File: src/rtl/tmds_encoder.sv
// -----------------------------------------------------------------------------
// tmds_encoder
//   DVI/HDMI TMDS 8b/10b channel encoder as a fixed two-stage pipeline.
//   Stage 1 builds the transition-minimised word q_m and its ones count.
//   Stage 2 applies DC balancing against the running disparity (cnt), or
//   emits one of the four control tokens when de is low.
//
// Ports
//   clk_1x_in      in   1   pixel clock, rising edge
//   reset_in       in   1   asynchronous, active-high reset
//   data_in        in   8   pixel component byte
//   de_in          in   1   data enable (1 = video, 0 = control)
//   c0_in, c1_in   in   1   control bits (HSYNC / VSYNC on the blue channel)
//   tmds_out       out  10  encoded symbol, bit 0 serialised first
//   disparity_out  out  5   running disparity cnt, signed two's complement
// -----------------------------------------------------------------------------
module tmds_encoder #(
  parameter logic [9:0] RESET_TOKEN = 10'b1101010100
) (
  input  logic       clk_1x_in,
  input  logic       reset_in,
  input  logic [7:0] data_in,
  input  logic       de_in,
  input  logic       c0_in,
  input  logic       c1_in,
  output logic [9:0] tmds_out,
  output logic [4:0] disparity_out
);

  localparam logic [9:0] CTRL_00 = 10'b1101010100;
  localparam logic [9:0] CTRL_01 = 10'b0010101011;
  localparam logic [9:0] CTRL_10 = 10'b0101010100;
  localparam logic [9:0] CTRL_11 = 10'b1010101011;

  function automatic logic [3:0] f_popcount8(input logic [7:0] v);
    logic [3:0] n;
    n = '0;
    for (int i = 0; i < 8; i++) begin
      n = n + {3'b000, v[i]};
    end
    return n;
  endfunction

  // XNOR chaining is chosen for bytes with many ones so that q_m carries
  // fewer transitions; q_m[8] records which chaining was used.
  function automatic logic [8:0] f_build_qm(input logic [7:0] d);
    logic [3:0] n1;
    logic       use_xnor;
    logic [8:0] q;
    n1       = f_popcount8(d);
    use_xnor = (n1 > 4'd4) || ((n1 == 4'd4) && !d[0]);
    q        = '0;
    q[0]     = d[0];
    for (int i = 1; i < 8; i++) begin
      q[i] = use_xnor ? ~(q[i-1] ^ d[i]) : (q[i-1] ^ d[i]);
    end
    q[8] = ~use_xnor;
    return q;
  endfunction

  logic [8:0]        w_qm_p0;
  logic [3:0]        w_qn1_p0;

  logic              r_live;
  logic [8:0]        r_qm_p1;
  logic [3:0]        r_qn1_p1;
  logic              r_de_p1;
  logic [1:0]        r_c_p1;

  logic [9:0]        r_sym_p2;
  logic signed [4:0] r_cnt_p2;

  logic [4:0]        w_qn1_x2;
  logic signed [4:0] w_diff;
  logic              w_cnt_zero;
  logic              w_cnt_pos;
  logic              w_cnt_neg;
  logic [9:0]        w_sym_nxt;
  logic signed [4:0] w_cnt_nxt;

  // ---- stage 0 -> 1: transition minimisation ----
  assign w_qm_p0  = f_build_qm(data_in);
  assign w_qn1_p0 = f_popcount8(w_qm_p0[7:0]);

  // r_live holds stage 1 flushed for the first edge after reset release, so
  // two flushed control symbols leave the pipe before any live input.
  always_ff @(posedge clk_1x_in or posedge reset_in) begin
    if (reset_in) begin
      r_live   <= 1'b0;
      r_qm_p1  <= '0;
      r_qn1_p1 <= '0;
      r_de_p1  <= 1'b0;
      r_c_p1   <= 2'b00;
    end else begin
      r_live <= 1'b1;
      if (r_live) begin
        r_qm_p1  <= w_qm_p0;
        r_qn1_p1 <= w_qn1_p0;
        r_de_p1  <= de_in;
        r_c_p1   <= {c1_in, c0_in};
      end else begin
        r_qm_p1  <= '0;
        r_qn1_p1 <= '0;
        r_de_p1  <= 1'b0;
        r_c_p1   <= 2'b00;
      end
    end
  end

  // ---- stage 1 -> 2: DC balancing ----
  // w_diff is qn1 - qn0 = 2*qn1 - 8, formed modulo 32 and read as signed.
  assign w_qn1_x2   = {r_qn1_p1, 1'b0};
  assign w_diff     = $signed(w_qn1_x2 - 5'd8);
  assign w_cnt_zero = (r_cnt_p2 == 5'sd0);
  assign w_cnt_neg  = r_cnt_p2[4];
  assign w_cnt_pos  = !r_cnt_p2[4] && !w_cnt_zero;

  always_comb begin
    w_sym_nxt = RESET_TOKEN;
    w_cnt_nxt = 5'sd0;
    if (!r_de_p1) begin
      unique case (r_c_p1)
        2'b00:   w_sym_nxt = CTRL_00;
        2'b01:   w_sym_nxt = CTRL_01;
        2'b10:   w_sym_nxt = CTRL_10;
        default: w_sym_nxt = CTRL_11;
      endcase
      w_cnt_nxt = 5'sd0;
    end else if (w_cnt_zero || (r_qn1_p1 == 4'd4)) begin
      w_sym_nxt = {~r_qm_p1[8], r_qm_p1[8],
                   r_qm_p1[8] ? r_qm_p1[7:0] : ~r_qm_p1[7:0]};
      w_cnt_nxt = r_qm_p1[8] ? (r_cnt_p2 + w_diff) : (r_cnt_p2 - w_diff);
    end else if ((w_cnt_pos && (r_qn1_p1 > 4'd4)) ||
                 (w_cnt_neg && (r_qn1_p1 < 4'd4))) begin
      // Inverting the payload pulls cnt back toward zero.
      w_sym_nxt = {1'b1, r_qm_p1[8], ~r_qm_p1[7:0]};
      w_cnt_nxt = r_cnt_p2 + (r_qm_p1[8] ? 5'sd2 : 5'sd0) - w_diff;
    end else begin
      w_sym_nxt = {1'b0, r_qm_p1[8], r_qm_p1[7:0]};
      w_cnt_nxt = r_cnt_p2 - (r_qm_p1[8] ? 5'sd0 : 5'sd2) + w_diff;
    end
  end

  always_ff @(posedge clk_1x_in or posedge reset_in) begin
    if (reset_in) begin
      r_sym_p2 <= RESET_TOKEN;
      r_cnt_p2 <= 5'sd0;
    end else begin
      r_sym_p2 <= w_sym_nxt;
      r_cnt_p2 <= w_cnt_nxt;
    end
  end

  // ---- stage 2: outputs ----
  assign tmds_out      = r_sym_p2;
  assign disparity_out = r_cnt_p2;

endmodule
File: config.mk
export PLATFORM = sky130hd
export DESIGN_NAME = tmds_encoder
export DESIGN_NICKNAME = d
export VERILOG_FILES = /design/src/rtl/tmds_encoder.sv
export SDC_FILE = /design/constraint.sdc
export NUM_CORES = 1
export LEC_CHECK = 0
export CAP_MARGIN = 20
export CORE_MARGIN = 8
export CORE_UTILIZATION = 56
export DETAILED_ROUTE_END_ITERATION = 10
export GPL_TIMING_DRIVEN = 1
export PLACE_DENSITY = 0.91
export SYNTH_ARGS = -nofsm -noshare
export SYNTH_HDL_FRONTEND = slang
export SYNTH_SLANG_ARGS = --single-unit
File: constraint.sdc
create_clock -name clk_1x_in -period 2.95 [get_ports clk_1x_in]
set_clock_uncertainty 0.15 [all_clocks]
set_input_delay 0.885 -clock clk_1x_in [delete_from_list [all_inputs] [get_ports clk_1x_in]]
set_output_delay 0.885 -clock clk_1x_in [all_outputs]
set_load 0.03 [all_outputs]
==> flow_summary.ini <==
[logic_synthesis]
synthDistinctLibCells = 38
synth_edf_count = 0
syn-cell-area_sq_um = 2300
synthFlopType = dfrtp_1
ys_ff_latch = 31
netlist_instances = 215
synth_warnings = 0
synth-async-reset-ratio_pct = 100
syn_area_per_cell_sq_um = 10.7
syn_nets = 267
ys_seq_area_share_pct = 33.9

[outcome]
status = finished with violations
violations = negative setup slack

[global_route]
grt_pass1_wl_mm = 7.56
grt_use_total_pct = 15.1
overflow = 0
antenna_found_initial = 0
grt_pass1_vias = 1726
grt_max_degree = 32

[routing]
ant_nets = 0
drc = 0
wl_per_cell_um = 14.4
drt_iter0_drc = 59
vias_per_cell = 4.98
vias = 1613
drt_pass1_iterations = 4
routed_wl_mm = 4.67

[finish]
drive_gt1_share_pct = 25.9
diodes = 0
fin_nets = 325
fin_cells = 324
area_growth_pct = 31.8

[floorplanning]
start_util_pct = 58.0
die_h_um = 80.2
die_w_um = 80.2
fp-row-count = 23
ioPinCount = 28
core_area_sq_um = 3970
dieArea_sq_um = 6420

[pwr]
pwr-share-clk_pct = 10.9
p_switching_mw = 1.68
p_int_mw = 2.22
pwr-share-comb_pct = 72.3
p_leak_nw = 1.50
p_sw_share_pct = 43.0
pwr-share-seq_pct = 16.7
p_per_area_nw_per_um2 = 1280
ir_worst_vdd_v = 0.000920

[sta]
tightest_slew_ns = 0.546
timing.hold.ws_ns = 0.371
slew_viol_final = 0
setup_slack_ns = -3.53
min_period_ns = 6.48
final-hold-violation-count = 0
fin_crit_sh_pct = 220
max_freq_ghz = 0.154
rsz0062_at_grt = true
relSlewSlack_pct = 63.3
setup_viol = 9
fin_tns_setup_ns = -20.39

[setup_path]
critPathSlowestCell = fa_1
crit_type = in2reg
worstPathArrival_ns = 6.50
crit_path_frequent_cell = fa_1
crit_path_max_fanout = 4
crit_path_start_kind = primary input
cpPeakStageDelay_ns = 0.58
cp-end-kind = flip-flop
cp_cell_sequence = buf_8 -> inv_8 -> fa_1 -> fa_1 -> fa_1 -> inv_2 -> ha_4 -> fa_1 -> or3b_4 -> a22oi_2 -> nand2_2 -> xnor2_4 -> fa_1 -> fa_1 -> inv_2 -> fa_2 -> ha_4 -> inv_2 -> fa_2 -> nor2_1
crit_required_ns = 2.97

[clocking]
cts_tree = done
root_buffer = clkbuf_8
cts.sinks = 31
numCtsBuffers = 5
clock_path_buffers = 2
clk_pin_slew_ns = 0.06
htree_num_levels = 2
holdBufCountCts = 0
insertion_delay_ns = 0.28

[hold_path]
hold_class = reg2reg

[flow_run]
cap_violations = 0

[place]
dp.cells = 311
io_buffer_count = 26
hpwl_mm = 3.61
gp_congestion = 0.858
==> cell usage after synthesis (all sizes together) (3+ instances only) <==
cell / count / share of area [%]
a21o: 5 / 1.6
a211oi: 3 / 1.2
inv: 35 / 5.7
xor2: 4 / 1.5
nand2: 8 / 1.3
dfrtp: 26 / 28
fa: 13 / 11
a21oi: 16 / 3.6
nor2: 14 / 2.3
and2: 8 / 2.2
ha: 26 / 14
xnor2: 24 / 10
dfstp: 5 / 5.7
==> cell usage in the layout, fill, tap and decap left out, types with 2 or more instances in the layout <==
cell and instances:
a211oi_1 2, a21o_1 5, a21oi_1 14, a21oi_2 2, and2_1 8, and3_1 2, buf_4 27, buf_6 2
clkbuf_8 6, clkdlybuf4s50_1 23, conb_1 2, dfrtp_1 26, dfstp_2 5, fa_1 11, fa_2 2, ha_1 24
ha_4 2, inv_1 29, inv_2 5, nand2_1 7, nor2_1 14, nor2b_1 2, nor3_1 2, o211a_1 2
o21ai_0 2, xnor2_1 19, xnor2_2 3, xnor2_4 2, xor2_1 3
==> critical path: cells and delay by family <==
family | cells | cell delay, ns
adders and majority gates | 10 | 4.40
and+or+nand+nor | 3 | 0.63
buffers and inverters | 5 | 0.25
AOI/OAI and AO/OA | 1 | 0.18
xor gates and xnor gates | 1 | 0.17
==> state kept, by name, summed over array words and instances, names as in the netlist <==
signal,flops
tmds_out,10
r_qm_p1,9
disparity_out,4
r_qn1_p1,4
r_c_p1,2
r_de_p1,1
r_live,1
==> cell type report <==
type	instances	area [sq um]
Fill cell	245	933
Sequential cell	31	782
Timing Repair Buffer	54	475
Multi-Input combinational cell	145	1460
Inverter	36	143
Clock buffer	6	82.6
Clock inverter	2	35.0
Tap cell	50	62.6
==> power by group through the flow <==
| stage | combinational, mW | clock [mW] | sequential (mW) |
|---|---|---|---|
| after floorplan | 1.85 | 0 | 0.759 |
| after global placement | 2.46 | 0 | 0.653 |
| after detailed placement | 2.60 | 0 | 0.660 |
| after CTS | 2.74 | 0.429 | 0.652 |
| after global routing | 3.08 | 0.456 | 0.668 |
| final | 2.82 | 0.427 | 0.652 |
==> through the flow <==
stage	instance area (sq um)	util, %	worst slack [ns]	power, mW
after global placement	2840	71.5	-4.14	3.11
final	3040	76.5	-3.53	3.90
after global routing	3040	76.5	-3.66	4.21
after floorplan	2360	-	-3.51	2.61
after detailed placement	2840	71.5	-4.28	3.26
after CTS	2990	75.4	-3.47	3.82
==> metal layers <==
metal | vias to the layer above | GRT usage [%] | routed length (um)
met4 | 0 | 6.91 | 139
met5 | - | 0 | 0
met1 | 774 | 16.1 | 1860
met3 | 12 | 3.13 | 167
li1 | 793 | - | -
met2 | 34 | 27.6 | 2500
==> kinds of logic (layout without fill, tap and decap cells) <==
kind of cell             after synthesis  after routing  synth area share [%]
AO/OA/AOI/OAI                         33             33                  9.56
XOR/XNOR                              30             30                  13.8
adder cells (fa/ha/maj)               39             39                  25.4
buffers and inverters                 39             98                  6.51
flip-flops                            31             31                  33.9
multiplexers                           3              3                  1.90
other                                  2              2                 0.326
AND/OR/NAND/NOR                       38             38                  8.58
==> what timing repair did <==
| item | in CTS | in global routing |
|---|---|---|
| resized for setup | 20 | 4 |
| pin swaps | 11 | 3 |
| buffers inserted | 4 | 2 |
| endpoints found under the setup margin | 9 | 9 |
==> path summary, 6_finish.rpt <==
check / depth (start not counted) / endpoint / slack [ns] / start
setup / recovery: 20 / r_qn1_p1[1] / -3.53 / data_in[3]
hold / removal: 2 / tmds_out[4] / 0.37 / r_qm_p1[4]
setup reg to reg: 9 / disparity_out[4] / 0.39 / disparity_out[2]
hold reg to reg: 2 / tmds_out[4] / 0.37 / r_qm_p1[4]
max in group asynchronous: 3 / tmds_out[4] / 1.53 / reset_in
min in group asynchronous: 3 / tmds_out[0] / 0.81 / reset_in
Power figures use the tool's default switching activity.
